--- src/rtl/surf_img_port_arbiter_if.sv ---
`timescale 1ns/1ps
`default_nettype none
// ============================================================================
// Module   : surf_img_port_arbiter_if
// Brief    : Requester, response and BRAM-port bundle for the image port arbiter.
// Revision : 1.0
// ============================================================================
interface surf_img_port_arbiter_if #(
    parameter int ADDR_WIDTH = 17,
    parameter int DATA_WIDTH = 24
);
    logic                  req0_valid;
    logic [ADDR_WIDTH-1:0] req0_addr;
    logic                  req0_last;
    logic                  req0_ready;
    logic                  rsp0_valid;
    logic [DATA_WIDTH-1:0] rsp0_data;

    logic                  req1_valid;
    logic [ADDR_WIDTH-1:0] req1_addr;
    logic                  req1_last;
    logic                  req1_ready;
    logic                  rsp1_valid;
    logic [DATA_WIDTH-1:0] rsp1_data;

    logic                  mem_en;
    logic [ADDR_WIDTH-1:0] mem_addr;
    logic [DATA_WIDTH-1:0] mem_dout;

    logic                  busy;
    logic                  owner;

    // Requesters plus the image memory side.
    modport master (
        output req0_valid, req0_addr, req0_last,
        input  req0_ready, rsp0_valid, rsp0_data,
        output req1_valid, req1_addr, req1_last,
        input  req1_ready, rsp1_valid, rsp1_data,
        input  mem_en, mem_addr,
        output mem_dout,
        input  busy, owner
    );

    modport slave (
        input  req0_valid, req0_addr, req0_last,
        output req0_ready, rsp0_valid, rsp0_data,
        input  req1_valid, req1_addr, req1_last,
        output req1_ready, rsp1_valid, rsp1_data,
        output mem_en, mem_addr,
        input  mem_dout,
        output busy, owner
    );
endinterface

`default_nettype wire

--- src/rtl/surf_img_port_arbiter.sv ---
`timescale 1ns/1ps
`default_nettype none
// ============================================================================
// Module   : surf_img_port_arbiter
// Brief    : Round-robin burst arbiter sharing one image BRAM read port
//            between two requesters, with tagged in-order response routing.
// Revision : 1.0
// ============================================================================
module surf_img_port_arbiter #(
    parameter int ADDR_WIDTH = 17,
    parameter int DATA_WIDTH = 24,
    parameter int RD_LATENCY = 1,
    parameter int MAX_BURST  = 16
) (
    input  wire logic              clk,
    input  wire logic              rst,
    surf_img_port_arbiter_if.slave bus
);
    localparam int                 c_CNT_W   = $clog2(MAX_BURST + 1);
    localparam logic [c_CNT_W-1:0] c_MAX_CNT = c_CNT_W'(MAX_BURST);
    localparam logic [c_CNT_W-1:0] c_ONE     = c_CNT_W'(1);

    localparam logic [1:0] c_IDLE = 2'd0;
    localparam logic [1:0] c_OWN0 = 2'd1;
    localparam logic [1:0] c_OWN1 = 2'd2;

    logic [1:0]            r_state;
    logic [1:0]            w_state_next;
    logic                  r_owner;
    logic [c_CNT_W-1:0]    r_beat_cnt;
    logic [c_CNT_W-1:0]    w_cnt_inc;
    logic                  w_ready0;
    logic                  w_ready1;
    logic                  w_acc0;
    logic                  w_acc1;
    logic                  w_acc;
    logic                  w_acc_last;
    logic                  w_release;
    logic                  w_rsp0;
    logic                  w_rsp1;
    logic [RD_LATENCY-1:0] r_tag_vld;
    logic [RD_LATENCY-1:0] r_tag_id;

    assign w_acc0     = bus.req0_valid & w_ready0;
    assign w_acc1     = bus.req1_valid & w_ready1;
    assign w_acc      = w_acc0 | w_acc1;
    assign w_acc_last = w_acc0 ? bus.req0_last : bus.req1_last;
    assign w_cnt_inc  = r_beat_cnt + c_ONE;
    // The IDLE beat sees a zero count, so MAX_BURST=1 releases on every beat.
    assign w_release  = w_acc & (w_acc_last | (w_cnt_inc == c_MAX_CNT));

    always_ff @(posedge clk or posedge rst) begin
        if (rst) begin
            r_state <= c_IDLE;
        end else begin
            r_state <= w_state_next;
        end
    end

    always_comb begin
        w_state_next = r_state;
        case (r_state)
            c_IDLE: begin
                if (w_acc && !w_release) begin
                    w_state_next = w_acc0 ? c_OWN0 : c_OWN1;
                end
            end
            c_OWN0, c_OWN1: begin
                if (w_release) begin
                    w_state_next = c_IDLE;
                end
            end
            default: w_state_next = c_IDLE;
        endcase
    end

    // Tie in IDLE goes to the requester that did not hold the port last.
    always_comb begin
        w_ready0 = 1'b0;
        w_ready1 = 1'b0;
        if (!rst) begin
            case (r_state)
                c_IDLE: begin
                    if (bus.req0_valid && (!bus.req1_valid || r_owner)) begin
                        w_ready0 = 1'b1;
                    end else if (bus.req1_valid) begin
                        w_ready1 = 1'b1;
                    end
                end
                c_OWN0:  w_ready0 = 1'b1;
                c_OWN1:  w_ready1 = 1'b1;
                default: ;
            endcase
        end
    end

    always_ff @(posedge clk or posedge rst) begin
        if (rst) begin
            r_owner    <= 1'b1;
            r_beat_cnt <= '0;
        end else begin
            if (w_acc) begin
                r_owner <= w_acc1;
            end
            if (w_state_next == c_IDLE) begin
                r_beat_cnt <= '0;
            end else if (w_acc) begin
                r_beat_cnt <= w_cnt_inc;
            end
        end
    end

    generate
        if (RD_LATENCY == 1) begin : g_tag_single
            always_ff @(posedge clk or posedge rst) begin
                if (rst) begin
                    r_tag_vld <= '0;
                    r_tag_id  <= '0;
                end else begin
                    r_tag_vld <= w_acc;
                    r_tag_id  <= w_acc1;
                end
            end
        end else begin : g_tag_shift
            always_ff @(posedge clk or posedge rst) begin
                if (rst) begin
                    r_tag_vld <= '0;
                    r_tag_id  <= '0;
                end else begin
                    r_tag_vld <= {r_tag_vld[RD_LATENCY-2:0], w_acc};
                    r_tag_id  <= {r_tag_id[RD_LATENCY-2:0], w_acc1};
                end
            end
        end
    endgenerate

    assign w_rsp0 = r_tag_vld[RD_LATENCY-1] & ~r_tag_id[RD_LATENCY-1];
    assign w_rsp1 = r_tag_vld[RD_LATENCY-1] &  r_tag_id[RD_LATENCY-1];

    assign bus.req0_ready = w_ready0;
    assign bus.req1_ready = w_ready1;
    assign bus.mem_en     = w_acc;
    assign bus.mem_addr   = w_acc0 ? bus.req0_addr :
                            w_acc1 ? bus.req1_addr : '0;
    assign bus.rsp0_valid = w_rsp0;
    assign bus.rsp1_valid = w_rsp1;
    assign bus.rsp0_data  = w_rsp0 ? bus.mem_dout : '0;
    assign bus.rsp1_data  = w_rsp1 ? bus.mem_dout : '0;
    assign bus.busy       = (r_state != c_IDLE) | (|r_tag_vld);
    assign bus.owner      = r_owner;
endmodule

`default_nettype wire

--- src/flat_wrapper.sv ---
// flat-port wrapper written by rule: the top's interface ports become plain ports
module surf_img_port_arbiter_flat 
#(
    parameter int ADDR_WIDTH = 17,
    parameter int DATA_WIDTH = 24,
    parameter int RD_LATENCY = 1,
    parameter int MAX_BURST  = 16
)
  (clk, rst, bus_req0_valid, bus_req0_addr, bus_req0_last, bus_req0_ready, bus_rsp0_valid, bus_rsp0_data, bus_req1_valid, bus_req1_addr, bus_req1_last, bus_req1_ready, bus_rsp1_valid, bus_rsp1_data, bus_mem_en, bus_mem_addr, bus_mem_dout, bus_busy, bus_owner);
  surf_img_port_arbiter_if #(.ADDR_WIDTH(ADDR_WIDTH), .DATA_WIDTH(DATA_WIDTH)) bus_i ();
  input  wire logic clk;
  input  wire logic rst;
  input wire logic [$bits(bus_i.req0_valid)-1:0] bus_req0_valid;
  input wire logic [$bits(bus_i.req0_addr)-1:0] bus_req0_addr;
  input wire logic [$bits(bus_i.req0_last)-1:0] bus_req0_last;
  output wire logic [$bits(bus_i.req0_ready)-1:0] bus_req0_ready;
  output wire logic [$bits(bus_i.rsp0_valid)-1:0] bus_rsp0_valid;
  output wire logic [$bits(bus_i.rsp0_data)-1:0] bus_rsp0_data;
  input wire logic [$bits(bus_i.req1_valid)-1:0] bus_req1_valid;
  input wire logic [$bits(bus_i.req1_addr)-1:0] bus_req1_addr;
  input wire logic [$bits(bus_i.req1_last)-1:0] bus_req1_last;
  output wire logic [$bits(bus_i.req1_ready)-1:0] bus_req1_ready;
  output wire logic [$bits(bus_i.rsp1_valid)-1:0] bus_rsp1_valid;
  output wire logic [$bits(bus_i.rsp1_data)-1:0] bus_rsp1_data;
  output wire logic [$bits(bus_i.mem_en)-1:0] bus_mem_en;
  output wire logic [$bits(bus_i.mem_addr)-1:0] bus_mem_addr;
  input wire logic [$bits(bus_i.mem_dout)-1:0] bus_mem_dout;
  output wire logic [$bits(bus_i.busy)-1:0] bus_busy;
  output wire logic [$bits(bus_i.owner)-1:0] bus_owner;
  assign bus_i.req0_valid = bus_req0_valid;
  assign bus_i.req0_addr = bus_req0_addr;
  assign bus_i.req0_last = bus_req0_last;
  assign bus_req0_ready = bus_i.req0_ready;
  assign bus_rsp0_valid = bus_i.rsp0_valid;
  assign bus_rsp0_data = bus_i.rsp0_data;
  assign bus_i.req1_valid = bus_req1_valid;
  assign bus_i.req1_addr = bus_req1_addr;
  assign bus_i.req1_last = bus_req1_last;
  assign bus_req1_ready = bus_i.req1_ready;
  assign bus_rsp1_valid = bus_i.rsp1_valid;
  assign bus_rsp1_data = bus_i.rsp1_data;
  assign bus_mem_en = bus_i.mem_en;
  assign bus_mem_addr = bus_i.mem_addr;
  assign bus_i.mem_dout = bus_mem_dout;
  assign bus_busy = bus_i.busy;
  assign bus_owner = bus_i.owner;
  surf_img_port_arbiter #(.ADDR_WIDTH(ADDR_WIDTH), .DATA_WIDTH(DATA_WIDTH), .RD_LATENCY(RD_LATENCY), .MAX_BURST(MAX_BURST)) u_core (.clk(clk), .rst(rst), .bus(bus_i));
endmodule
--- config.mk ---
export PLATFORM = sky130hd
export DESIGN_NAME = surf_img_port_arbiter_flat
export DESIGN_NICKNAME = d
export VERILOG_FILES = /design/src/rtl/surf_img_port_arbiter_if.sv /design/src/rtl/surf_img_port_arbiter.sv /design/src/flat_wrapper.sv
export SDC_FILE = /design/constraint.sdc
export NUM_CORES = 1
export LEC_CHECK = 0
export ABC_CLOCK_PERIOD_IN_PS = 3600
export CAP_MARGIN = 10
export CORE_ASPECT_RATIO = 0.6
export CORE_MARGIN = 2
export CORE_UTILIZATION = 28
export CTS_CLUSTER_DIAMETER = 200
export DETAILED_ROUTE_END_ITERATION = 8
export HOLD_SLACK_MARGIN = 0.03
export PLACE_DENSITY = 0.92
export SETUP_SLACK_MARGIN = 0.02
export SYNTH_ARGS = -nofsm -noshare
export SYNTH_HDL_FRONTEND = slang
export SYNTH_SLANG_ARGS = --single-unit
--- constraint.sdc ---
create_clock -name clk -period 3.6 [get_ports clk]
set_clock_uncertainty 0.2 [all_clocks]
set_input_delay 0.36 -clock clk [delete_from_list [all_inputs] [get_ports clk]]
set_output_delay 0.36 -clock clk [all_outputs]
set_load 0.02 [all_outputs]
==> results_dict.tcl, run 1 <==
set metrics [dict create \
    status "finished clean" \
    synth_common_cells "25 x and2_1, 25 x and3_1, 17 x a22o_1" \
    met1_usage_pct 26.32 \
    cts_buffers 3 \
    synthFlopType "dfrtp_1" \
    drt_iter0_markers 59 \
    wl_um 5020 \
    async_flop_share_pct 100.0 \
    clock_sinks 10 \
    tns_ns 0 \
    overflow 0 \
    postSynthAreaPerCell_sq_um 8.116 \
    rows 18 \
    wl_per_cell_um 14.55 \
    synth_cells 150 \
    initial_utilization_pct 29.38 \
    synth_top_area_share_pct 18.50 \
    tightest_slew_ns 0.6635 \
    power.leakage_uw 0.001145 \
    cts_tree "yes" \
    vias_per_cell 4.725 \
    drv_cap 0 \
    cts_hold_buf 0 \
    period_share_pct 91.44 \
    seq_power_share_pct 13.9 \
    dpl.cell_count 341 \
    max_freq_mhz 303.8 \
    met3_usage_pct 5.490 \
    grt_pass1_vias 1467 \
    use_met2_pct 30.49 \
    fin_crit_ns 3.292 \
    drive_above_1_share_pct 5.965 \
    grtUsageTotal_pct 19.13 \
    syn-num-nets 219 \
    fp.dieW_um 89.13 \
    synth-edff-count 0 \
    slew_viol_final 0 \
    pwr_density_cell_nw_per_um2 489.2 \
    cts_root_buffer "clkbuf_8" \
    htree_levels 1 \
    io_pins 136 \
    synth.yosys.seq_area_share_pct 20.66 \
    nFillCells 374 \
    finalHoldViolCount 0 \
    synth.cell_area_sq_um 1217 \
    arrival_ns 2.73 \
    hold_path.class "flip-flop to flip-flop" \
    ctsResizeCount 0 \
    grt_start_max_net_pins 27 \
    crit_required_ns 3.04 \
    post-dp-hpwl_um 4181 \
    die_y_um 55.08 \
    io_buffers 135 \
    p_sw_share_pct 45.52 \
    first_pass_iters 4 \
    yosysTopAreaCell "dfrtp_1" \
    vias 1630 \
    design.die.area_sq_um 4909 \
    worstSetupEndpointType "output port" \
    busiest_layer "met2" \
    crit_fanout 9 \
    antenna_cells 0 \
    yosys-top-cells-area "dfrtp_1 18%, and2_1 13%, and3_1 13%" \
    start_kind "flip-flop" \
    syn_to_final_growth_pct 121.8 \
    antenna_found_initial 0 \
    grt_pass1_wl_um 7224 \
    fin_nets 355 \
    postRouteAntennaNets 0 \
    clk_pin_slew_worst_paths_ns 0.05 \
    synth-seq-cells 10 \
    ys_types 33 \
    critPathKind "flip-flop to output port" \
    ys_warn_count 0 \
    grt_setup_unrepaired "false" \
    p_int_uw 719.6 \
    gp_congestion 0.8338 \
    max-vdd-ir-drop_mv 0.2576 \
    cts_buffer_depth 2 \
    fin_cells 345 \
    drc 0 \
    clock_power_share_pct 10.6 \
    post_cts_buffers 0 \
    p_sw_uw 601.4 \
    slew_headroom_pct 55.77 \
    setup_viol 0 \
    clk_latency_ns 0.23 \
    combPwrFrac_pct 75.5 \
    core_area_sq_um 4144 \
]
-- stage by stage --
step	area, sq um	setup slack, ns	utilization, %	hold slack (ns)	power (uW)
floorplan	1217	1.059	-	0.007675	740.3
global placement	2645	0.6518	63.83	0.3369	1161
detailed placement	2645	0.5270	63.83	0.3285	1181
CTS	2700	0.3139	65.16	0.3362	1325
global route	2700	0.1365	65.16	0.3607	1409
finish	2700	0.3083	65.16	0.3322	1321
-- final timing paths --
check                             startpoint                    to  slack, ns  depth (start not counted)
setup / recovery           u_core.r_state[0]       bus_mem_addr[9]       0.31                          7
hold / removal              u_core.bus.owner      u_core.bus.owner       0.33                          2
setup reg to reg           u_core.r_state[0]  u_core.r_beat_cnt[1]       0.50                          9
hold reg to reg             u_core.bus.owner      u_core.bus.owner       0.33                          2
max in group asynchronous                rst      u_core.bus.owner       2.46                          2
min in group asynchronous                rst       u_core.r_tag_id       0.41                          2
-- layer usage --
metal | share of wire [%] | vias to the layer above
met1 | 44 | 751
met4 | 0.60 | 0
met5 | 0 | -
met2 | 47 | 57
met3 | 8.1 | 4
li1 | - | 818
-- area by class of cell --
type                    count  area, sq um  share of cell area (%)
well taps                  60        75.07                   2.780
clock buffers               4        55.05                   2.039
multi-input cells         122        888.4                   32.90
flip-flops and latches     10        251.5                   9.314
inverters                   7        26.28                  0.9731
repair buffers            142         1404                   51.99
-- placed cells by master, fill, tap and decap left out, types with 4 or more instances in the layout --
cell and count:
inv_1 7, ha_1 5, and3_1 25, buf_4 7, and2_1 25, a211oi_1 6
clkdlybuf4s50_1 135, clkbuf_8 4, dfrtp_1 9, nor2_1 5, a22o_1 17
-- worst max-delay path, stage by stage (launching register included) --
cell and delay, ns:
dfrtp_1 0.43, inv_1 0.14, ha_1 0.37, nor2_2 0.08, a2111oi_4 0.43, buf_4 0.25, a22o_1 0.17, clkdlybuf4s50_1 0.62
-- state kept, by name (all words and copies together), names as in the netlist --
signal             count
u_core.bus.owner       1
u_core.r_tag_id        1
u_core.r_state         2
u_core.r_beat_cnt      5
u_core.r_tag_vld       1
-- power groups by stage --
stage	registers, uW	logic [uW]	clock network (uW)
3_3_place_gp	181	981	0
6_report	184	997	140
4_1_cts	183	1000	142
3_5_place_dp	184	996	0
5_1_grt	189	1070	150
2_1_floorplan	179	562	0
-- logic make-up (layout without fill, tap and decap cells) --
kind of cell | Yosys count | after routing | share of synthesized area [%]
compound gates | 39 | 39 | 27.03
xor+xnor | 4 | 4 | 2.878
fa+ha+maj | 5 | 5 | 5.139
buf+inv | 18 | 153 | 6.373
flops | 10 | 10 | 20.66
mux | 2 | 2 | 1.644
simple gates | 72 | 72 | 36.28
(Power assumes the default switching activity.)
==> run 2: changes to the inputs <==
--- a/config.mk
+++ b/config.mk
@@ -7,13 +7,15 @@
 export LEC_CHECK = 0
 export ABC_CLOCK_PERIOD_IN_PS = 3600
 export CAP_MARGIN = 10
+export CELL_PAD_IN_SITES_DETAIL_PLACEMENT = 0
+export CELL_PAD_IN_SITES_GLOBAL_PLACEMENT = 1
 export CORE_ASPECT_RATIO = 0.6
 export CORE_MARGIN = 2
-export CORE_UTILIZATION = 28
+export CORE_UTILIZATION = 17
 export CTS_CLUSTER_DIAMETER = 200
 export DETAILED_ROUTE_END_ITERATION = 8
 export HOLD_SLACK_MARGIN = 0.03
-export PLACE_DENSITY = 0.92
+export PLACE_DENSITY = 0.89
 export SETUP_SLACK_MARGIN = 0.02
 export SYNTH_ARGS = -nofsm -noshare
 export SYNTH_HDL_FRONTEND = slang
==> results_dict.tcl, run 2 (synthesized netlist as in run 1, its figures left out) <==
set metrics [dict create \
    htree_levels 1 \
    path_delay_family "buffers and inverters" \
    combPwrFrac_pct 73.2 \
    min_path_cells 2 \
    postRouteAntennaNets 0 \
    top_register "u_core.r_beat_cnt" \
    worstSetupEndpointType "output port" \
    finalWorstSetupSlack_ns 0.1747 \
    core_area_sq_um 6792 \
    hold_path.class "flip-flop to flip-flop" \
    r2r_slack_ns 0.45 \
    post-dp-hpwl_um 4345 \
    cts_buffers 3 \
    max-vdd-ir-drop_mv 0.2391 \
    io_pins 136 \
    drc 9 \
    fin_nets 356 \
    io_buffers 135 \
    crit_buf_inv 4 \
    clock_power_share_pct 14.4 \
    cts_root_buffer "clkbuf_16" \
    fin_cells 373 \
    drv_cap 0 \
    wl_per_cell_um 14.34 \
    path_cells "inv_1 -> ha_1 -> nor2_2 -> a2111oi_4 -> buf_4 -> nor2_2 -> buf_4 -> a22o_1 -> clkdlybuf4s50_1" \
    grt_pass1_wl_um 8556 \
    clock_sinks 10 \
    worstHoldStart "u_core.bus.owner" \
    design.die.area_sq_um 7877 \
    largest_reg_flops 5 \
    grtUsageTotal_pct 13.01 \
    status "finished, violations left" \
    die_y_um 69.55 \
    slew_headroom_pct 52.88 \
    tightest_slew_ns 0.7054 \
    syn_to_final_growth_pct 127.1 \
    pwr_density_cell_nw_per_um2 501.1 \
    hold_end "u_core.bus.owner" \
    p_sw_uw 611.1 \
    hold_ws_ns 0.3479 \
    cts_buffer_depth 2 \
    drive_above_1_share_pct 5.944 \
    slew_viol_final 0 \
    cts_hold_buf 0 \
    fin_crit_ns 3.425 \
    worstReg2RegStart "u_core.r_state[0]" \
    max_freq_mhz 291.9 \
    power.leakage_uw 0.001160 \
    period_share_pct 95.15 \
    nFillCells 660 \
    ctsResizeCount 0 \
    vias 1639 \
    clk_pin_slew_worst_paths_ns 0.04 \
    grt_pass1_vias 1626 \
    p_sw_share_pct 44.10 \
    top_regs "u_core.r_beat_cnt: 5 flops, u_core.r_state: 2 flops" \
    clk_latency_ns 0.24 \
    first_pass_iters 6 \
    r2r-end "u_core.r_beat_cnt[4]" \
    critPathKind "flip-flop to output port" \
    overflow 0 \
    slowest_stage "clkdlybuf4s50_1" \
    antenna_cells 0 \
    fin_util_pct 40.71 \
    grt_start_max_net_pins 27 \
    p_int_uw 774.5 \
    antenna_found_initial 0 \
    final_cell_mix "135 x clkdlybuf4s50_1, 25 x and3_1, 25 x and2_1, 17 x a22o_1, 9 x dfrtp_1" \
    wl_um 5349 \
    crit_fanout 12 \
    rr_worst_depth 9 \
    rows 23 \
    dpl.cell_count 369 \
    critPathMaxStageDelay_ns 0.55 \
    final_common_cell "clkdlybuf4s50_1" \
    crit_required_ns 3.04 \
    post_cts_buffers 0 \
    gp_congestion 0.7651 \
    start_kind "flip-flop" \
    crit_start "u_core.r_state[0]" \
    finalHoldViolCount 0 \
    arrival_ns 2.87 \
    vias_per_cell 4.394 \
    violations "DRC" \
    initial_utilization_pct 17.93 \
    drt_iter0_markers 81 \
    cts_tree "yes" \
    grt_setup_unrepaired "false" \
    tns_ns 0 \
    fp.dieW_um 113.3 \
    seq_power_share_pct 12.4 \
    dp_slack_ns 0.4333 \
    setup_viol 0 \
]
## run 2: cell types whose count changed in the layout (fill, tap and decap cells not counted)
cell | before | now
clkbuf_1 | 0 | 1
clkbuf_16 | 0 | 3
buf_4 | 7 | 8
clkbuf_8 | 4 | 0
## run 2: area by class of cell
cell class,count,area [sq um],area share [%]
clock buffer,4,78.83,2.851
inverter,7,26.28,0.9502
timing repair buffer,143,1411,51.04
tap,87,108.9,3.937
sequential,10,251.5,9.095
multi-input combinational,122,888.4,32.13
## run 2: how the worst max path moves through the flow
stage | endpoint | slack [ns] | depth (start not counted)
after detailed placement | bus_mem_addr[11] | 0.43 | 9
after CTS | bus_mem_addr[11] | 0.18 | 9
after global placement | bus_mem_addr[5] | 0.53 | 9
final | bus_mem_addr[11] | 0.17 | 9
after floorplan | u_core.r_beat_cnt[0] | 1.06 | 9
after global routing | bus_mem_addr[0] | 0.02 | 9
## run 2: worst reg2reg max path, cell delays in order (launching register included)
cell	delay [ns]
dfrtp_1	0.42
inv_1	0.14
ha_1	0.37
nor2_2	0.08
a2111oi_4	0.38
buf_4	0.26
mux2i_1	0.26
nor4b_1	0.56
a211oi_4	0.11
a211oi_1	0.27
## run 2: power by group through the flow
stage / combinational (uW) / sequential, uW / clock, uW
after detailed placement: 1020 / 173 / 0
after floorplan: 562 / 179 / 0
after global placement: 1010 / 171 / 0
after CTS: 1020 / 172 / 203
after global routing: 1090 / 177 / 211
final: 1010 / 172 / 199
## run 2: through the flow
stage	instance area, sq um	power [uW]
after global placement	2686	1182
after global routing	2765	1479
after detailed placement	2686	1189
after CTS	2765	1396
final	2765	1386
after floorplan	1217	740.3
## run 2: per-layer routing
metal / GRT usage (%) / share of wire (%) / vias up
met2: 21.82 / 47 / 51
met1: 17.28 / 46 / 761
met5: 0 / 0 / -
li1: - / - / 825
met4: 1.762 / 0.39 / 0
met3: 3.322 / 6.8 / 2
